[config.mk]
export PLATFORM = sky130hd
export DESIGN_NAME = id_ex_stage_reg_flat
export DESIGN_NICKNAME = d
export VERILOG_FILES = /design/src/rtl/id_ex_stage_reg_if.sv /design/src/rtl/id_ex_stage_reg.sv /design/src/flat_wrapper.sv
export SDC_FILE = /design/constraint.sdc
export NUM_CORES = 1
export LEC_CHECK = 0
export CORE_ASPECT_RATIO = 1.25
export CORE_MARGIN = 10
export CORE_UTILIZATION = 43
export CTS_CLUSTER_SIZE = 12
export DETAILED_ROUTE_END_ITERATION = 8
export GPL_TIMING_DRIVEN = 1
export PLACE_DENSITY = 0.84
export RECOVER_POWER = 50
export SLEW_MARGIN = 40
export SYNTH_ARGS = -nofsm -noshare
export SYNTH_HDL_FRONTEND = slang
export SYNTH_SLANG_ARGS = --single-unit
[constraint.sdc]
create_clock -name clk -period 2.3 [get_ports clk]
set_input_delay 0.23 -clock clk [delete_from_list [all_inputs] [get_ports clk]]
set_output_delay 0.23 -clock clk [all_outputs]
set_load 0.01 [all_outputs]
[src/rtl/id_ex_stage_reg_if.sv]
// Decode-to-execute bundle: IF_ID_* fields produced by decode, ID_EX_* registered copies for EX.
// IF_ID_Valid qualifies the decode slot; there is no ready. hazard_stall is the back-pressure, and while it is high decode must hold IF_ID_* stable.
interface id_ex_stage_reg_if #(
  parameter int XLEN    = 32,
  parameter int REG_AW  = 5,
  parameter int ALUOP_W = 4
);
  logic               IF_ID_Valid;
  logic [XLEN-1:0]    IF_ID_Pc;
  logic [REG_AW-1:0]  IF_ID_Rs1;
  logic [REG_AW-1:0]  IF_ID_Rs2;
  logic [REG_AW-1:0]  IF_ID_Rd;
  logic [XLEN-1:0]    IF_ID_Rs1Data;
  logic [XLEN-1:0]    IF_ID_Rs2Data;
  logic [XLEN-1:0]    IF_ID_Imm;
  logic [7:0]         IF_ID_Ctrl;
  logic [ALUOP_W-1:0] IF_ID_ALUOp;

  logic               ID_EX_Valid;
  logic [XLEN-1:0]    ID_EX_Pc;
  logic [REG_AW-1:0]  ID_EX_Rs1;
  logic [REG_AW-1:0]  ID_EX_Rs2;
  logic [REG_AW-1:0]  ID_EX_Rd;
  logic [XLEN-1:0]    ID_EX_Rs1Data;
  logic [XLEN-1:0]    ID_EX_Rs2Data;
  logic [XLEN-1:0]    ID_EX_Imm;
  logic [7:0]         ID_EX_Ctrl;
  logic [ALUOP_W-1:0] ID_EX_ALUOp;

  modport master (
    output IF_ID_Valid, IF_ID_Pc, IF_ID_Rs1, IF_ID_Rs2, IF_ID_Rd,
           IF_ID_Rs1Data, IF_ID_Rs2Data, IF_ID_Imm, IF_ID_Ctrl, IF_ID_ALUOp,
    input  ID_EX_Valid, ID_EX_Pc, ID_EX_Rs1, ID_EX_Rs2, ID_EX_Rd,
           ID_EX_Rs1Data, ID_EX_Rs2Data, ID_EX_Imm, ID_EX_Ctrl, ID_EX_ALUOp
  );

  modport slave (
    input  IF_ID_Valid, IF_ID_Pc, IF_ID_Rs1, IF_ID_Rs2, IF_ID_Rd,
           IF_ID_Rs1Data, IF_ID_Rs2Data, IF_ID_Imm, IF_ID_Ctrl, IF_ID_ALUOp,
    output ID_EX_Valid, ID_EX_Pc, ID_EX_Rs1, ID_EX_Rs2, ID_EX_Rd,
           ID_EX_Rs1Data, ID_EX_Rs2Data, ID_EX_Imm, ID_EX_Ctrl, ID_EX_ALUOp
  );
endinterface

[src/rtl/id_ex_stage_reg.sv]
// ID/EX pipeline register with load-use hazard detection, flush bubbles and external-stall hold.
// Optional perf counters (stall/bubble/flush) are built when ID_EX_PERF_CNT_EN is defined.
module id_ex_stage_reg #(
  parameter int XLEN    = 32,
  parameter int REG_AW  = 5,
  parameter int ALUOP_W = 4
`ifdef ID_EX_PERF_CNT_EN
  , parameter int CNT_W = 32
`endif
) (
  input  logic               clk,
  input  logic               rst_n,
  input  logic               flush,
  input  logic               ext_stall,
  id_ex_stage_reg_if.slave   bus,
  output logic               hazard_stall
`ifdef ID_EX_PERF_CNT_EN
  , output logic [CNT_W-1:0] stall_cnt
  , output logic [CNT_W-1:0] bubble_cnt
  , output logic [CNT_W-1:0] flush_cnt
`endif
);

  // Ctrl bit positions: {RegWrite,MemWrite,MemRead,MemToReg,ALUSrc,Branch,Jump,UsesRs2}
  localparam int C_MEMWRITE = 6;
  localparam int C_MEMREAD  = 5;
  localparam int C_USESRS2  = 0;

  logic               ex_valid;
  logic [XLEN-1:0]    ex_pc;
  logic [REG_AW-1:0]  ex_rs1;
  logic [REG_AW-1:0]  ex_rs2;
  logic [REG_AW-1:0]  ex_rd;
  logic [XLEN-1:0]    ex_rs1_data;
  logic [XLEN-1:0]    ex_rs2_data;
  logic [XLEN-1:0]    ex_imm;
  logic [7:0]         ex_ctrl;
  logic [ALUOP_W-1:0] ex_aluop;

  logic rs1_hit;
  logic rs2_hit;
  logic lu;

  assign rs1_hit = (ex_rd == bus.IF_ID_Rs1);
  // A store whose data operand is the only match gets the load value via store-data forwarding.
  assign rs2_hit = bus.IF_ID_Ctrl[C_USESRS2] & (ex_rd == bus.IF_ID_Rs2) &
                   ~bus.IF_ID_Ctrl[C_MEMWRITE];
  assign lu = ex_valid & ex_ctrl[C_MEMREAD] & bus.IF_ID_Valid &
              (ex_rd != '0) & (rs1_hit | rs2_hit);
  assign hazard_stall = lu & ~flush;

  always_ff @(posedge clk or negedge rst_n) begin
    if (!rst_n) begin
      ex_valid    <= 1'b0;
      ex_pc       <= '0;
      ex_rs1      <= '0;
      ex_rs2      <= '0;
      ex_rd       <= '0;
      ex_rs1_data <= '0;
      ex_rs2_data <= '0;
      ex_imm      <= '0;
      ex_ctrl     <= '0;
      ex_aluop    <= '0;
    end else if (flush || (!ext_stall && lu)) begin
      ex_valid    <= 1'b0;
      ex_pc       <= '0;
      ex_rs1      <= '0;
      ex_rs2      <= '0;
      ex_rd       <= '0;
      ex_rs1_data <= '0;
      ex_rs2_data <= '0;
      ex_imm      <= '0;
      ex_ctrl     <= '0;
      ex_aluop    <= '0;
    end else if (!ext_stall) begin
      ex_valid    <= bus.IF_ID_Valid;
      ex_pc       <= bus.IF_ID_Pc;
      ex_rs1      <= bus.IF_ID_Rs1;
      ex_rs2      <= bus.IF_ID_Rs2;
      ex_rd       <= bus.IF_ID_Rd;
      ex_rs1_data <= bus.IF_ID_Rs1Data;
      ex_rs2_data <= bus.IF_ID_Rs2Data;
      ex_imm      <= bus.IF_ID_Imm;
      ex_ctrl     <= bus.IF_ID_Valid ? bus.IF_ID_Ctrl : 8'h00;
      ex_aluop    <= bus.IF_ID_ALUOp;
    end
  end

  assign bus.ID_EX_Valid   = ex_valid;
  assign bus.ID_EX_Pc      = ex_pc;
  assign bus.ID_EX_Rs1     = ex_rs1;
  assign bus.ID_EX_Rs2     = ex_rs2;
  assign bus.ID_EX_Rd      = ex_rd;
  assign bus.ID_EX_Rs1Data = ex_rs1_data;
  assign bus.ID_EX_Rs2Data = ex_rs2_data;
  assign bus.ID_EX_Imm     = ex_imm;
  assign bus.ID_EX_Ctrl    = ex_ctrl;
  assign bus.ID_EX_ALUOp   = ex_aluop;

`ifdef ID_EX_PERF_CNT_EN
  // Saturating counters; each stops at all-ones.
  always_ff @(posedge clk or negedge rst_n) begin
    if (!rst_n) begin
      stall_cnt  <= '0;
      bubble_cnt <= '0;
      flush_cnt  <= '0;
    end else begin
      if (ext_stall && !flush && stall_cnt != '1)
        stall_cnt <= stall_cnt + CNT_W'(1);
      if (lu && !flush && !ext_stall && bubble_cnt != '1)
        bubble_cnt <= bubble_cnt + CNT_W'(1);
      if (flush && flush_cnt != '1)
        flush_cnt <= flush_cnt + CNT_W'(1);
    end
  end
`endif

endmodule

[src/flat_wrapper.sv]
// flat-port wrapper written by rule: the top's interface ports become plain ports
module id_ex_stage_reg_flat 
#(
  parameter int XLEN    = 32,
  parameter int REG_AW  = 5,
  parameter int ALUOP_W = 4

)
  (clk, rst_n, flush, ext_stall, hazard_stall, bus_IF_ID_Valid, bus_IF_ID_Pc, bus_IF_ID_Rs1, bus_IF_ID_Rs2, bus_IF_ID_Rd, bus_IF_ID_Rs1Data, bus_IF_ID_Rs2Data, bus_IF_ID_Imm, bus_IF_ID_Ctrl, bus_IF_ID_ALUOp, bus_ID_EX_Valid, bus_ID_EX_Pc, bus_ID_EX_Rs1, bus_ID_EX_Rs2, bus_ID_EX_Rd, bus_ID_EX_Rs1Data, bus_ID_EX_Rs2Data, bus_ID_EX_Imm, bus_ID_EX_Ctrl, bus_ID_EX_ALUOp);
  id_ex_stage_reg_if #(.XLEN(XLEN), .REG_AW(REG_AW), .ALUOP_W(ALUOP_W)) bus_i ();
  input  logic clk;
  input  logic rst_n;
  input  logic flush;
  input  logic ext_stall;
  output logic hazard_stall;
  input wire logic [$bits(bus_i.IF_ID_Valid)-1:0] bus_IF_ID_Valid;
  input wire logic [$bits(bus_i.IF_ID_Pc)-1:0] bus_IF_ID_Pc;
  input wire logic [$bits(bus_i.IF_ID_Rs1)-1:0] bus_IF_ID_Rs1;
  input wire logic [$bits(bus_i.IF_ID_Rs2)-1:0] bus_IF_ID_Rs2;
  input wire logic [$bits(bus_i.IF_ID_Rd)-1:0] bus_IF_ID_Rd;
  input wire logic [$bits(bus_i.IF_ID_Rs1Data)-1:0] bus_IF_ID_Rs1Data;
  input wire logic [$bits(bus_i.IF_ID_Rs2Data)-1:0] bus_IF_ID_Rs2Data;
  input wire logic [$bits(bus_i.IF_ID_Imm)-1:0] bus_IF_ID_Imm;
  input wire logic [$bits(bus_i.IF_ID_Ctrl)-1:0] bus_IF_ID_Ctrl;
  input wire logic [$bits(bus_i.IF_ID_ALUOp)-1:0] bus_IF_ID_ALUOp;
  output wire logic [$bits(bus_i.ID_EX_Valid)-1:0] bus_ID_EX_Valid;
  output wire logic [$bits(bus_i.ID_EX_Pc)-1:0] bus_ID_EX_Pc;
  output wire logic [$bits(bus_i.ID_EX_Rs1)-1:0] bus_ID_EX_Rs1;
  output wire logic [$bits(bus_i.ID_EX_Rs2)-1:0] bus_ID_EX_Rs2;
  output wire logic [$bits(bus_i.ID_EX_Rd)-1:0] bus_ID_EX_Rd;
  output wire logic [$bits(bus_i.ID_EX_Rs1Data)-1:0] bus_ID_EX_Rs1Data;
  output wire logic [$bits(bus_i.ID_EX_Rs2Data)-1:0] bus_ID_EX_Rs2Data;
  output wire logic [$bits(bus_i.ID_EX_Imm)-1:0] bus_ID_EX_Imm;
  output wire logic [$bits(bus_i.ID_EX_Ctrl)-1:0] bus_ID_EX_Ctrl;
  output wire logic [$bits(bus_i.ID_EX_ALUOp)-1:0] bus_ID_EX_ALUOp;
  assign bus_i.IF_ID_Valid = bus_IF_ID_Valid;
  assign bus_i.IF_ID_Pc = bus_IF_ID_Pc;
  assign bus_i.IF_ID_Rs1 = bus_IF_ID_Rs1;
  assign bus_i.IF_ID_Rs2 = bus_IF_ID_Rs2;
  assign bus_i.IF_ID_Rd = bus_IF_ID_Rd;
  assign bus_i.IF_ID_Rs1Data = bus_IF_ID_Rs1Data;
  assign bus_i.IF_ID_Rs2Data = bus_IF_ID_Rs2Data;
  assign bus_i.IF_ID_Imm = bus_IF_ID_Imm;
  assign bus_i.IF_ID_Ctrl = bus_IF_ID_Ctrl;
  assign bus_i.IF_ID_ALUOp = bus_IF_ID_ALUOp;
  assign bus_ID_EX_Valid = bus_i.ID_EX_Valid;
  assign bus_ID_EX_Pc = bus_i.ID_EX_Pc;
  assign bus_ID_EX_Rs1 = bus_i.ID_EX_Rs1;
  assign bus_ID_EX_Rs2 = bus_i.ID_EX_Rs2;
  assign bus_ID_EX_Rd = bus_i.ID_EX_Rd;
  assign bus_ID_EX_Rs1Data = bus_i.ID_EX_Rs1Data;
  assign bus_ID_EX_Rs2Data = bus_i.ID_EX_Rs2Data;
  assign bus_ID_EX_Imm = bus_i.ID_EX_Imm;
  assign bus_ID_EX_Ctrl = bus_i.ID_EX_Ctrl;
  assign bus_ID_EX_ALUOp = bus_i.ID_EX_ALUOp;
  id_ex_stage_reg #(.XLEN(XLEN), .REG_AW(REG_AW), .ALUOP_W(ALUOP_W)) u_core (.clk(clk), .rst_n(rst_n), .flush(flush), .ext_stall(ext_stall), .bus(bus_i), .hazard_stall(hazard_stall));
endmodule
==> reports/qor.txt, run 1 <==
Outcome: finished, final reports clean
Pin count of the biggest net entering global routing: 179
Final Net Count: 1163
Maximum clock frequency: 456.8 MHz
Effective utilization at floorplan: 0.4354
Area of the die: 23320 um2
Placed Instances: 1204
DPL Wire Length: 17250 um
Hold Violations, Final: 0
Worst-Skew Late Latency: 0.43 ns
Number of buffers created by CTS: 17
Peak supply drop: 0.4346 mV
Leakage power total: 5.292 nW
Crit Path Max Fanout: 5
Post-layout minimum cycle time: 2.189 ns
Syn Std Cell Area: 7561 um2
Cells after synthesis: 729
All-layer global routing usage: 0.2043
Final setup fails: 0
Die H: 168.3 um
Worst endpoint required time: 2.07 ns
Antenna violations before repair: 1
Critical path start-end classification: flop to output port
Number of DRC violations after detailed-routing iteration 0: 383
Total number of vias: 6718
Post-Synthesis Net Count: 889
Clock Tree Buf Depth: 2
Clock tree from TritonCTS: built
Width of the die: 138.6 um
Mean area per synthesized cell: 10.37 um2
Most common library cell in the layout ignoring fill and taps: sky130_fd_sc_hd__clkdlybuf4s50_1
Standard cell core area: 17360 um2
Port Buffer Count: 316
Number of global-route vias before repair: 6933
Power, Total: 0.007107 W
Yosys warnings: 0
Clock Sinks: 156
Gpl congestion: 0.8486
Min-Delay Path Class: input port to flop
Vias per std cell: 5.413
Power density over the cells: 620.4 nW/um2
Root cell of the clock tree: sky130_fd_sc_hd__clkbuf_16
MaxCap Viol Count: 0
Gr ovfl total: 0
Antenna-violating nets left: 0
Clock-pin slew reported for the worst setup and hold paths after clock tree synthesis: 0.07 ns
First-pass DRT Iterations: 5
Hold Worst Slack: 0.3304 ns
Worst Max-Slew Pin Slew: 1.237 ns
DP Worst Slack: -0.05696 ns
Crit path DAT: 1.96 ns
Final critical-path setup slack: 0.1111 ns
Slew margin rel.: 0.1752
Final Routed Wirelength: 24480 um
Global-route wire length before repair: 38630 um
Top-Level Pins: 317
Final worst path period share: 0.9517
Register-to-register setup slack: 0.17 ns
Most frequent cells in the layout: 234 x sky130_fd_sc_hd__clkdlybuf4s50_1, 154 x sky130_fd_sc_hd__dfrtp_1, 153 x sky130_fd_sc_hd__inv_1
Synth Register Bits: 156
Startpoint type of the worst setup path: flop
Sequential element share of the synthesized area: 0.5163
Type of destination of the critical path: output port
DRC violation count after routing: 0
Post-route non-filler standard cell count: 1241
Share of post-route cells with drive strength above 1: 0.05807
Number of max-slew violations in the final report: 0
Routed length per instance: 19.72 um
Clock skew: 0.01340 ns
Maximum level of the CTS H-tree: 4
Post-route standard cell area excluding fillers: 11460 um2
Total cell area at the placement stage: 10810 um2
Yosys cell types: 23
FP Rows: 54
Area added between synthesis and finish: 51.51%
-- metrics by stage --
step | setup TNS [ns] | utilization
after floorplan | 0 | -
after global placement | -0.06295 | 0.6225
after detailed placement | -0.06978 | 0.6225
after CTS | 0 | 0.6598
after global routing | -0.01210 | 0.6597
final | 0 | 0.6597
-- registers in the layout, indices dropped and copies added, names as in the netlist --
signal and flops:
u_core.bus.ID_EX_Rs2Data 32, u_core.bus.ID_EX_ALUOp 4, u_core.bus.ID_EX_Rs2 5, u_core.bus.ID_EX_Pc 32, u_core.bus.ID_EX_Rs1 5, u_core.bus.ID_EX_Rd 5, u_core.bus.ID_EX_Imm 32, u_core.bus.ID_EX_Rs1Data 32
u_core.bus.ID_EX_Ctrl 8, u_core.bus.ID_EX_Valid 1
-- path summary, 6_finish.rpt --
kind                                                      startpoint                                        to  depth (start not counted)
min in group asynchronous                                      rst_n      u_core.bus.ID_EX_Imm[19]$_DFFE_PN0P_                          2
worst max register to register    u_core.bus.ID_EX_Rd[4]$_DFFE_PN0P_  u_core.bus.ID_EX_Rs1Data[25]$_DFFE_PN0P_                          8
worst min register to register  u_core.bus.ID_EX_Ctrl[3]$_DFFE_PN0P_      u_core.bus.ID_EX_Ctrl[3]$_DFFE_PN0P_                          2
worst min-delay path                                           flush       u_core.bus.ID_EX_Pc[26]$_DFFE_PN0P_                          3
worst max-delay path              u_core.bus.ID_EX_Rd[4]$_DFFE_PN0P_                              hazard_stall                          6
max in group asynchronous                                      rst_n       u_core.bus.ID_EX_Imm[2]$_DFFE_PN0P_                          3
-- critical path: stages (launching register included) --
cell	delay, ns
sky130_fd_sc_hd__dfrtp_2	0.44
sky130_fd_sc_hd__xor2_1	0.18
sky130_fd_sc_hd__nor4_1	0.27
sky130_fd_sc_hd__nand4b_1	0.20
sky130_fd_sc_hd__a21oi_4	0.19
sky130_fd_sc_hd__and2b_1	0.15
sky130_fd_sc_hd__buf_2	0.13
-- logic make-up after synthesis --
kind of cell / count (synthesis) / share of synthesized area
xor+xnor: 10 / 0.01158
flops: 156 / 0.5163
simple gates: 170 / 0.1613
buf+inv: 236 / 0.1314
compound gates: 157 / 0.1794
-- what timing repair did --
action	in CTS	in global routing
hold buffers	1	0
buffers inserted	2	1
resized for setup	3	4
endpoints found under the setup margin	1	1
cloned	0	0
pin swaps	1	3
hold endpoints to repair	44	0
-- where the power goes --
group / total [W] / switching (W) / internal (W)
Sequential: 0.00298 / 0.0000833 / 0.00289
Clock: 0.00297 / 0.00120 / 0.00177
Combinational: 0.00116 / 0.000520 / 0.000640
-- synthesized netlist by cell type, drive strengths merged --
master / number / area share
o21ai: 3 / 0.0020
nand3: 3 / 0.0020
inv: 153 / 0.076
dfrtp: 156 / 0.52
nor3: 2 / 0.0013
a21oi: 1 / 0.0012
xor2: 7 / 0.0081
o41ai: 147 / 0.17
nand4: 1 / 0.00083
clkbuf: 65 / 0.032
and2b: 1 / 0.00099
nor2b: 1 / 0.00083
o31ai: 6 / 0.0060
xnor2: 3 / 0.0035
nor2: 2 / 0.00099
nor4: 1 / 0.00083
buf: 18 / 0.023
nand4b: 1 / 0.0012
nand2: 9 / 0.0045
nand3b: 149 / 0.15
-- layout make-up --
class                      count  area (um2)
antenna                        1       2.502
clock buffer                  19       442.9
clock inverter                13       178.9
fill                        1312        5908
inverter                     153       574.3
multi-input combinational    337        2671
sequential                   156        3906
tap                          224       280.3
timing repair buffer         338        3400
-- per-layer routing --
metal | GRT usage | part of all wire | wire [um]
met1 | 0.2268 | 0.39 | 9449
met5 | 0 | 0 | 0
met3 | 0.07853 | 0.081 | 1987
met4 | 0.1116 | 0.046 | 1114
met2 | 0.3318 | 0.49 | 11920
Note: power is estimated with default switching activity, not from simulation.
==> run 2, diff against run 1 <==
- SLEW_MARGIN: 40 -> not set
==> results of run 2 <==
The final DEF is identical to that of run 1; final timing and power are the same.
